File: src/rtl/lsu_wait_state.sv
// Load-store unit with a variable-latency memory handshake and a bounded-wait timeout.
// Optional macro LSU_MISALIGN_TRAP_EN: fault misaligned accesses instead of aligning them down.
module lsu_wait_state #(
    parameter int unsigned DATA_WIDTH     = 32,
    parameter int unsigned ADDR_WIDTH     = 32,
    parameter int unsigned TIMEOUT_CYCLES = 16
) (
    input  logic                    clk,
    input  logic                    reset,
    input  logic [ADDR_WIDTH-1:0]   core_address,
    input  logic [DATA_WIDTH-1:0]   core_write_data,
    input  logic                    core_require,
    input  logic                    core_write_enable,
    input  logic [2:0]              core_size,
    output logic [DATA_WIDTH-1:0]   core_read_data,
    output logic                    core_stall_signal,
    output logic                    core_fault,
    input  logic [DATA_WIDTH-1:0]   memory_read_data,
    input  logic                    memory_ready,
    output logic                    memory_require,
    output logic                    memory_write_enable,
    output logic [DATA_WIDTH/8-1:0] memory_bytes_enable_map,
    output logic [ADDR_WIDTH-1:0]   memory_address,
    output logic [DATA_WIDTH-1:0]   memory_write_data
);

    localparam int unsigned NumBytes    = DATA_WIDTH / 8;
    localparam int unsigned OffW        = $clog2(NumBytes);
    localparam bit          HasD        = (DATA_WIDTH == 64);
    localparam logic [7:0]  TimeoutLast = 8'(TIMEOUT_CYCLES - 1);

    typedef enum logic [1:0] {StIdle, StWait, StDone} state_e;

    state_e                state_q, state_d;
    logic                  mem_req_q, mem_req_d;
    logic                  mem_we_q, mem_we_d;
    logic [NumBytes-1:0]   be_q, be_d;
    logic [ADDR_WIDTH-1:0] addr_q, addr_d;
    logic [DATA_WIDTH-1:0] wdata_q, wdata_d;
    logic [OffW-1:0]       off_q, off_d;
    logic [2:0]            size_q, size_d;
    logic [7:0]            cnt_q, cnt_d;
    logic [DATA_WIDTH-1:0] rdata_q, rdata_d;
    logic                  fault_q, fault_d;

    logic                  size_ok;
    logic                  req_legal;
    logic [OffW-1:0]       align_mask;
    logic [OffW-1:0]       req_off;
    logic [NumBytes-1:0]   req_be;
    logic [DATA_WIDTH-1:0] req_wdata;
    logic [DATA_WIDTH-1:0] shifted;
    logic [DATA_WIDTH-1:0] load_data;

    // align_mask marks the offset bits that must be zero for a naturally aligned access
    always_comb begin
        size_ok    = 1'b1;
        align_mask = '0;
        case (core_size)
            3'b000, 3'b100: align_mask = '0;
            3'b001, 3'b101: align_mask = OffW'(1);
            3'b010:         align_mask = OffW'(3);
            3'b110: begin
                size_ok    = HasD;
                align_mask = OffW'(3);
            end
            3'b011: begin
                size_ok    = HasD;
                align_mask = '1;
            end
            default:        size_ok = 1'b0;
        endcase
        req_off = core_address[OffW-1:0] & ~align_mask;
`ifdef LSU_MISALIGN_TRAP_EN
        req_legal = size_ok & ~|(core_address[OffW-1:0] & align_mask);
`else
        req_legal = size_ok;
`endif
        case (core_size[1:0])
            2'b00: begin
                req_be    = NumBytes'(1) << req_off;
                req_wdata = {NumBytes{core_write_data[7:0]}};
            end
            2'b01: begin
                req_be    = NumBytes'(3) << req_off;
                req_wdata = {(NumBytes / 2){core_write_data[15:0]}};
            end
            2'b10: begin
                req_be    = NumBytes'(15) << req_off;
                req_wdata = {(NumBytes / 4){core_write_data[31:0]}};
            end
            default: begin
                req_be    = '1;
                req_wdata = core_write_data;
            end
        endcase
    end

    always_comb begin
        shifted = memory_read_data >> {off_q, 3'b000};
        case (size_q)
            3'b000:  load_data = DATA_WIDTH'($signed(shifted[7:0]));
            3'b001:  load_data = DATA_WIDTH'($signed(shifted[15:0]));
            3'b010:  load_data = DATA_WIDTH'($signed(shifted[31:0]));
            3'b100:  load_data = DATA_WIDTH'(shifted[7:0]);
            3'b101:  load_data = DATA_WIDTH'(shifted[15:0]);
            3'b110:  load_data = DATA_WIDTH'(shifted[31:0]);
            default: load_data = shifted;
        endcase
    end

    always_comb begin
        state_d   = state_q;
        mem_req_d = mem_req_q;
        mem_we_d  = mem_we_q;
        be_d      = be_q;
        addr_d    = addr_q;
        wdata_d   = wdata_q;
        off_d     = off_q;
        size_d    = size_q;
        cnt_d     = cnt_q;
        rdata_d   = rdata_q;
        fault_d   = fault_q;
        case (state_q)
            StIdle: begin
                if (core_require) begin
                    if (req_legal) begin
                        addr_d    = {core_address[ADDR_WIDTH-1:OffW], {OffW{1'b0}}};
                        be_d      = req_be;
                        wdata_d   = req_wdata;
                        off_d     = req_off;
                        size_d    = core_size;
                        mem_req_d = 1'b1;
                        mem_we_d  = core_write_enable;
                        cnt_d     = '0;
                        rdata_d   = '0;
                        fault_d   = 1'b0;
                        state_d   = StWait;
                    end else begin
                        rdata_d = '0;
                        fault_d = 1'b1;
                        state_d = StDone;
                    end
                end
            end
            StWait: begin
                // ready is checked first so it wins over a timeout on the same cycle
                if (memory_ready) begin
                    rdata_d   = mem_we_q ? '0 : load_data;
                    mem_req_d = 1'b0;
                    mem_we_d  = 1'b0;
                    fault_d   = 1'b0;
                    state_d   = StDone;
                end else if (cnt_q == TimeoutLast) begin
                    rdata_d   = '0;
                    mem_req_d = 1'b0;
                    mem_we_d  = 1'b0;
                    fault_d   = 1'b1;
                    state_d   = StDone;
                end else begin
                    cnt_d = cnt_q + 8'd1;
                end
            end
            StDone:  state_d = StIdle;
            default: state_d = StIdle;
        endcase
    end

    always_ff @(posedge clk) begin
        if (reset) begin
            state_q   <= StIdle;
            mem_req_q <= 1'b0;
            mem_we_q  <= 1'b0;
            be_q      <= '0;
            addr_q    <= '0;
            wdata_q   <= '0;
            off_q     <= '0;
            size_q    <= '0;
            cnt_q     <= '0;
            rdata_q   <= '0;
            fault_q   <= 1'b0;
        end else begin
            state_q   <= state_d;
            mem_req_q <= mem_req_d;
            mem_we_q  <= mem_we_d;
            be_q      <= be_d;
            addr_q    <= addr_d;
            wdata_q   <= wdata_d;
            off_q     <= off_d;
            size_q    <= size_d;
            cnt_q     <= cnt_d;
            rdata_q   <= rdata_d;
            fault_q   <= fault_d;
        end
    end

    assign core_stall_signal       = core_require & (state_q != StDone);
    assign core_read_data          = rdata_q;
    assign core_fault              = fault_q;
    assign memory_require          = mem_req_q;
    assign memory_write_enable     = mem_we_q;
    assign memory_bytes_enable_map = be_q;
    assign memory_address          = addr_q;
    assign memory_write_data       = wdata_q;

endmodule

File: config.mk
export PLATFORM = sky130hd
export DESIGN_NAME = lsu_wait_state
export DESIGN_NICKNAME = d
export VERILOG_FILES = /design/src/rtl/lsu_wait_state.sv
export SDC_FILE = /design/constraint.sdc
export NUM_CORES = 1
export LEC_CHECK = 0
export ABC_CLOCK_PERIOD_IN_PS = 2300
export BUFFER_PORTS_ARGS = -buffer_cell sky130_fd_sc_hd__buf_2
export CORE_ASPECT_RATIO = 0.9
export CORE_MARGIN = 8
export CORE_UTILIZATION = 38
export DETAILED_ROUTE_END_ITERATION = 7
export GPL_TIMING_DRIVEN = 0
export PLACE_DENSITY_LB_ADDON = 0.2
export SYNTH_ARGS = -nofsm -noshare
export SYNTH_HDL_FRONTEND = slang
export SYNTH_SLANG_ARGS = --single-unit
File: constraint.sdc
create_clock -name clk -period 2.3 [get_ports clk]
set_input_delay 0.23 -clock clk [delete_from_list [all_inputs] [get_ports clk]]
set_output_delay 0.23 -clock clk [all_outputs]
set_load 0.05 [all_outputs]
==> reports/metrics.yaml, run 1 <==
floorplan:
  die_y_um: 127
  die_width_um: 139
  die_area_um2: 17600
  ios: 208
  core_um2: 13300
  fp-row-count: 40
  start_util: 0.388
worst_setup_path:
  slowest_stage: "clkbuf_1"
  cp_cell_sequence: "nor2_1 > o311a_1 > clkbuf_1 > clkbuf_1 > nand3_1 > a21oi_1"
  cpPeakStageDelay_ns: 0.46
  critPathMaxFanout: 10
  critPathLaunchType: "register"
  crit_type: "register to register"
  cpMostUsedCell: "clkbuf_1"
  arrival_ns: 2.55
  path_delay_family: "buffers and inverters"
  critPathRequiredTime_ns: 2.64
  cp_num_buf_inv: 2
  end_kind: "register"
sta:
  max_freq_ghz: 0.453
  finalSetupViolations: 0
  clock_skew_ns: 0.0100
  timing.final.ws_setup_ns: 0.0904
  rsz0062_at_grt: "yes"
  worst_pin_slew_ns: 0.683
  period_share: 0.961
  fin_crit_ns: 2.21
  drv_slew: 0
  finalHoldViolCount: 0
  slew-limit-headroom: 0.544
logic_synthesis:
  synth_adder_area_share: 0.0169
  yosys.area.top_type: "dfxtp_1"
  synthesis.area_um2: 5170
  yosysUniqueCellTypes: 54
  synth-seq-area-share: 0.449
  netlist_top_cells_area: "dfxtp_1, a21oi_1, nand2_1, mux2i_1, a221o_2"
  syn_area_per_cell_um2: 8.75
  synth_edf_count: 0
  async_flop_share: 0
  synth_top_area_share: 0.449
  yosys_warnings: 0
  synth_xor_area_frac: 0
  synth-main-ff-cell: "dfxtp_1"
  synth_top_family_by_area: "compound AO/OA/AOI/OAI gates"
  synth_seq_cells: 116
  yosys.area_share.simple: 0.167
  synthMuxAreaShare: 0.0627
  synth_compound_gate_area_share: 0.253
  netlist_instances: 591
clocking:
  clock_path_buffers: 2
  clock-sinks: 116
  cts_made_buffers: 17
  clk_pin_slew_ns: 0.06
  cts_tree: "yes"
  worstSkewPairLatency_ns: 0.42
  htreeDepth: 4
  cts_root_buffer: "clkbuf_16"
  holdBufCountCts: 0
drt:
  drtAntennaViolNets: 0
  routed-via-count: 5301
  dr.first_iter.drc_count: 342
  vias_per_cell: 5.32
  drtPass1Iterations: 7
  drcViolationCount: 0
  wl_mm: 18.0
  wl_per_cell_um: 18.0
global_route:
  grt.total_usage: 0.201
  grt_max_degree: 17
  overflow: 0
  grt_pass1_wl_mm: 28.4
  grt_pass1_vias: 5531
  antenna_found_initial: 0
min_path:
  worstHoldPathType: "input pin to register"
flow_run:
  drv_cap: 0
power:
  p_leak_nw: 3.05
  powerDensity_nw_per_um2: 854
  finalPower_mw: 6.00
  ir_drop_mv: 0.565
layout:
  final_core_util: 0.527
  area_growth_pct: 35.8
  final_cell_count_no_fill: 997
  drive_above_1_share: 0.347
  num-nets-final: 926
status:
  status: "complete, no violations"
placement:
  dp_cells: 964
  dp_slack_ns: -0.358
  port_buffers: 204
  hpwl_mm: 14.0
  gp_congestion: 0.859
-- repair_timing --
item	4_1_cts	5_1_grt
setup endpoints to repair	0	65
resized for setup	0	3
buffers inserted	0	0
hold endpoints to repair	0	0
-- worst register-to-register path, stage by stage, from the launching register on --
cell and delay (ns):
dfxtp_1 0.39, nor2_1 0.24, o311a_1 0.29, clkbuf_1 0.39, clkbuf_1 0.46, nand3_1 0.21, a21oi_1 0.16
-- path summary, 6_finish.rpt --
kind | start | endpoint | slack, ns | depth (start not counted)
setup / recovery | state_q[1]$_SDFFE_PP0P_ | off_q[1]$_SDFFE_PP0P_ | 0.09 | 6
hold / removal | core_address[7] | memory_address[7]$_SDFFE_PP0P_ | 0.05 | 3
setup reg to reg | state_q[1]$_SDFFE_PP0P_ | off_q[1]$_SDFFE_PP0P_ | 0.09 | 6
hold reg to reg | memory_address[6]$_SDFFE_PP0P_ | memory_address[6]$_SDFFE_PP0P_ | 0.45 | 2
-- layout make-up --
class,instances,area (µm²)
inverters,7,31.3
repair buffers,204,1020
flip-flops and latches,116,2320
clock buffers,21,480
well taps,168,210
clock inverters,11,124
diodes,1,2.50
plain buffers,51,234
multi-input cells,418,2600
fillers,1261,6290
-- per-stage QoR --
stage / TNS (ns) / hold WS [ns] / area, µm²
global route: -0.0952 / 0.0302 / 7020
finish: 0 / 0.0470 / 7020
CTS: 0 / 0.0293 / 7010
floorplan: 0 / 0.366 / 5170
detailed placement: -18.01 / 0.443 / 6410
global placement: -15.38 / 0.440 / 6410
-- cells by family (layout without fill, tap and decap cells) --
kind of cell             count (synthesis)  count (layout)
AO/OA/AOI/OAI                          190             190
AND/OR/NAND/NOR                        189             189
multiplexers                            30              30
adder cells (fa/ha/maj)                  7               7
flip-flops                             116             116
other                                    1               3
buffers and inverters                   58             294
-- flip-flops by register name, summed over array words and instances, names as in the netlist --
register / cells
size_q: 3
core_read_data: 32
memory_address: 30
memory_write_data: 32
memory_require: 1
memory_bytes_enable_map: 4
memory_write_enable: 1
state_q: 2
core_fault: 1
cnt_q: 8
off_q: 2
-- metal layers --
layer	vias up	global-route usage	wire length [µm]
met5	-	0	0
met4	0	0.0619	186
met3	19	0.0821	1450
met2	185	0.336	8610
met1	2509	0.231	7710
li1	2588	-	-
-- layout by cell type, fill, tap and decap left out, types with 8 or more instances in the layout --
cell / netlist / layout
a211oi_1: 17 / 17
a21oi_1: 80 / 80
a221o_2: 16 / 16
a22o_1: 8 / 8
a311oi_1: 8 / 8
buf_2: 9 / 213
clkbuf_1: 35 / 34
clkbuf_16: 0 / 17
dfxtp_1: 116 / 116
mux2_2: 9 / 9
mux2i_1: 20 / 20
nand2_1: 103 / 103
nand3_1: 12 / 12
nor2_1: 34 / 34
nor3_1: 12 / 12
o21ai_0: 21 / 21
o2bb2ai_1: 15 / 15
-- where the power goes --
part / switching, mW / internal [mW] / total (mW)
clock network: 0.960 / 1.71 / 2.67
logic: 0.814 / 0.324 / 1.14
registers: 0.0669 / 2.12 / 2.19
total: 1.84 / 4.16 / 6.00
-- cells in the mapped netlist (2+ instances only) --
cell	count
buf_2	9
clkbuf_1	35
o21ai_0	21
a311oi_1	8
nor3_1	12
or2_2	3
buf_1	2
a2111oi_0	2
o2bb2ai_1	15
nand2_1	103
a21boi_0	2
mux2_2	9
buf_4	2
nor2_1	34
a22o_1	8
nand3_1	12
inv_1	6
buf_6	3
or3_1	6
ha_1	7
a211oi_1	17
mux2i_1	20
nor2b_1	5
o31ai_1	3
o211ai_1	7
nor4_1	3
a21oi_1	80
dfxtp_1	116
a221o_2	16
No activity file was read; power rests on OpenSTA's default activity.
==> run 2: changes to the inputs <==
CORE_ASPECT_RATIO = unset   (was 0.9)
==> run 2 against run 1 <==
Net effect: clock skew is 0.0034 ns lower; largest cell class unchanged; first-iteration DRC count is 32% lower; final cell count is 0.40% higher; total power is 3.3% lower; clock power is 7.5% lower; fmax is 1.3% higher; largest power group unchanged; die area hardly changed; combinational power hardly changed; utilization hardly changed.
==> reports/metrics.yaml, run 2 (synthesized netlist as in run 1, its figures left out) <==
status:
  status: "complete, no violations"
global_route:
  antenna_found_initial: 1
  overflow: 0
  grt_max_degree: 17
  grt.total_usage: 0.201
  grt_pass1_vias: 5675
  grt_pass1_wl_mm: 28.5
placement:
  place_area_um2: 6420
  gp_congestion: 0.847
  dp_cells: 972
  hpwl_mm: 13.9
  port_buffers: 204
worst_setup_path:
  cp_num_buf_inv: 1
  critPathMaxFanout: 10
  arrival_ns: 2.47
  critPathLaunchType: "register"
  critPathRequiredTime_ns: 2.59
  end_kind: "register"
  crit_type: "register to register"
  cp_cell_sequence: "nor4_1 > a211o_1 > a21oi_1 > buf_2 > a221o_2"
  cpPeakStageDelay_ns: 0.63
  slowest_stage: "nor4_1"
  reg2reg_setup_slack_ns: 0.12
  path_delay_family: "compound AO/OA/AOI/OAI gates"
clocking:
  worstSkewPairLatency_ns: 0.41
  htreeDepth: 4
  clk_pin_slew_ns: 0.05
  cts_root_buffer: "clkbuf_16"
  clock_path_buffers: 2
  cts_tree: "yes"
  postCtsSetupBuffers: 0
  clock-sinks: 116
  cts_made_buffers: 17
layout:
  final_cell_count_no_fill: 1001
  area_growth_pct: 35.0
  final_common_cell: "buf_2"
  final_cell_mix: "buf_2, dfxtp_1, nand2_1, a21oi_1, clkbuf_1"
  diodes: 0
  design_area_um2: 6980
  final_core_util: 0.527
  drive_above_1_share: 0.342
  num-nets-final: 926
sta:
  tns_ns: 0
  drv_slew: 0
  period_share: 0.948
  worst_pin_slew_ns: 0.827
  finalSetupViolations: 0
  max_freq_ghz: 0.459
  clock_skew_ns: 0.00662
  finalHoldViolCount: 0
  slew-limit-headroom: 0.448
  rsz0062_at_grt: "no"
  fin_crit_ns: 2.18
floorplan:
  die_width_um: 133
  fp-row-count: 42
  core_um2: 13200
  ios: 208
  die_y_um: 133
  die_area_um2: 17600
  start_util: 0.390
drt:
  wl_per_cell_um: 17.7
  drtAntennaViolNets: 0
  routed-via-count: 5311
  vias_per_cell: 5.31
  wl_mm: 17.7
  drtPass1Iterations: 5
  drcViolationCount: 0
  dr.first_iter.drc_count: 231
power:
  switching_share: 0.301
  sequentialPowerShare: 0.378
  internal-power_mw: 4.05
  pwr-share-clk: 0.426
  comb_power_share: 0.196
  p_leak_nw: 3.03
  switchingPower_mw: 1.75
  powerDensity_nw_per_um2: 831
  ir_drop_mv: 0.434
flow_run:
  drv_cap: 0
min_path:
  worstHoldPathType: "input pin to register"
run 2: cell types whose count changed in the layout (fill, tap and decap cells not counted), sizes merged:
cell | previous run | this run
clkbuf | 56 | 60
inv | 9 | 7
clkinvlp | 3 | 1
clkinv | 4 | 2
diode | 1 | 0
bufinv | 2 | 1
run 2: through the flow:
stage / setup WS (ns) / power [mW] / hold WS (ns)
floorplan: 0.401 / 3.00 / 0.366
global placement: -0.408 / 3.35 / 0.441
detailed placement: -0.582 / 3.37 / 0.444
CTS: 0.0826 / 5.83 / 0.0404
global route: 0.000265 / 6.04 / 0.0541
finish: 0.120 / 5.80 / 0.0547
run 2: path summary, 6_finish.rpt:
check,startpoint,cells after the start,endpoint
setup / recovery,cnt_q[4]$_SDFFE_PP0P_,5,core_read_data[28]$_SDFFE_PP0P_
hold / removal,core_address[4],3,memory_address[4]$_SDFFE_PP0P_
setup reg to reg,cnt_q[4]$_SDFFE_PP0P_,5,core_read_data[28]$_SDFFE_PP0P_
hold reg to reg,memory_address[21]$_SDFFE_PP0P_,2,memory_address[21]$_SDFFE_PP0P_
run 2: worst min-delay path: stages:
cell and delay (ns):
buf_2 0.09, nand2_1 0.04, a21oi_1 0.05
run 2: repair_timing:
item,CTS,global route
endpoints found under the setup margin,54,2
resized for setup,1,4
cloned,0,0
hold buffers,0,0
endpoints found under the hold margin,0,0
run 2: area by class of cell:
class	instances	area [µm²]
clock buffers	25	505
multi-input cells	418	2600
repair buffers	204	1020
inverters	7	31.3
fillers	1330	6260
flip-flops and latches	116	2320
plain buffers	51	235
well taps	176	220
clock inverters	4	47.5
run 2: metal layers:
metal / global-route usage / wire [µm] / share of wire
met1: 0.226 / 7400 / 0.42
met2: 0.324 / 8230 / 0.46
met3: 0.0753 / 1500 / 0.085
met4: 0.109 / 582 / 0.033
met5: 0 / 13 / 0.00073
run 2: power groups by stage:
stage          registers, mW  clock network [mW]  logic (mW)
2_1_floorplan           2.58                   0       0.425
3_3_place_gp            2.23                   0        1.12
3_5_place_dp            2.23                   0        1.14
4_1_cts                 2.19                2.50        1.14
5_1_grt                 2.20                2.61        1.23
6_report                2.19                2.47        1.14
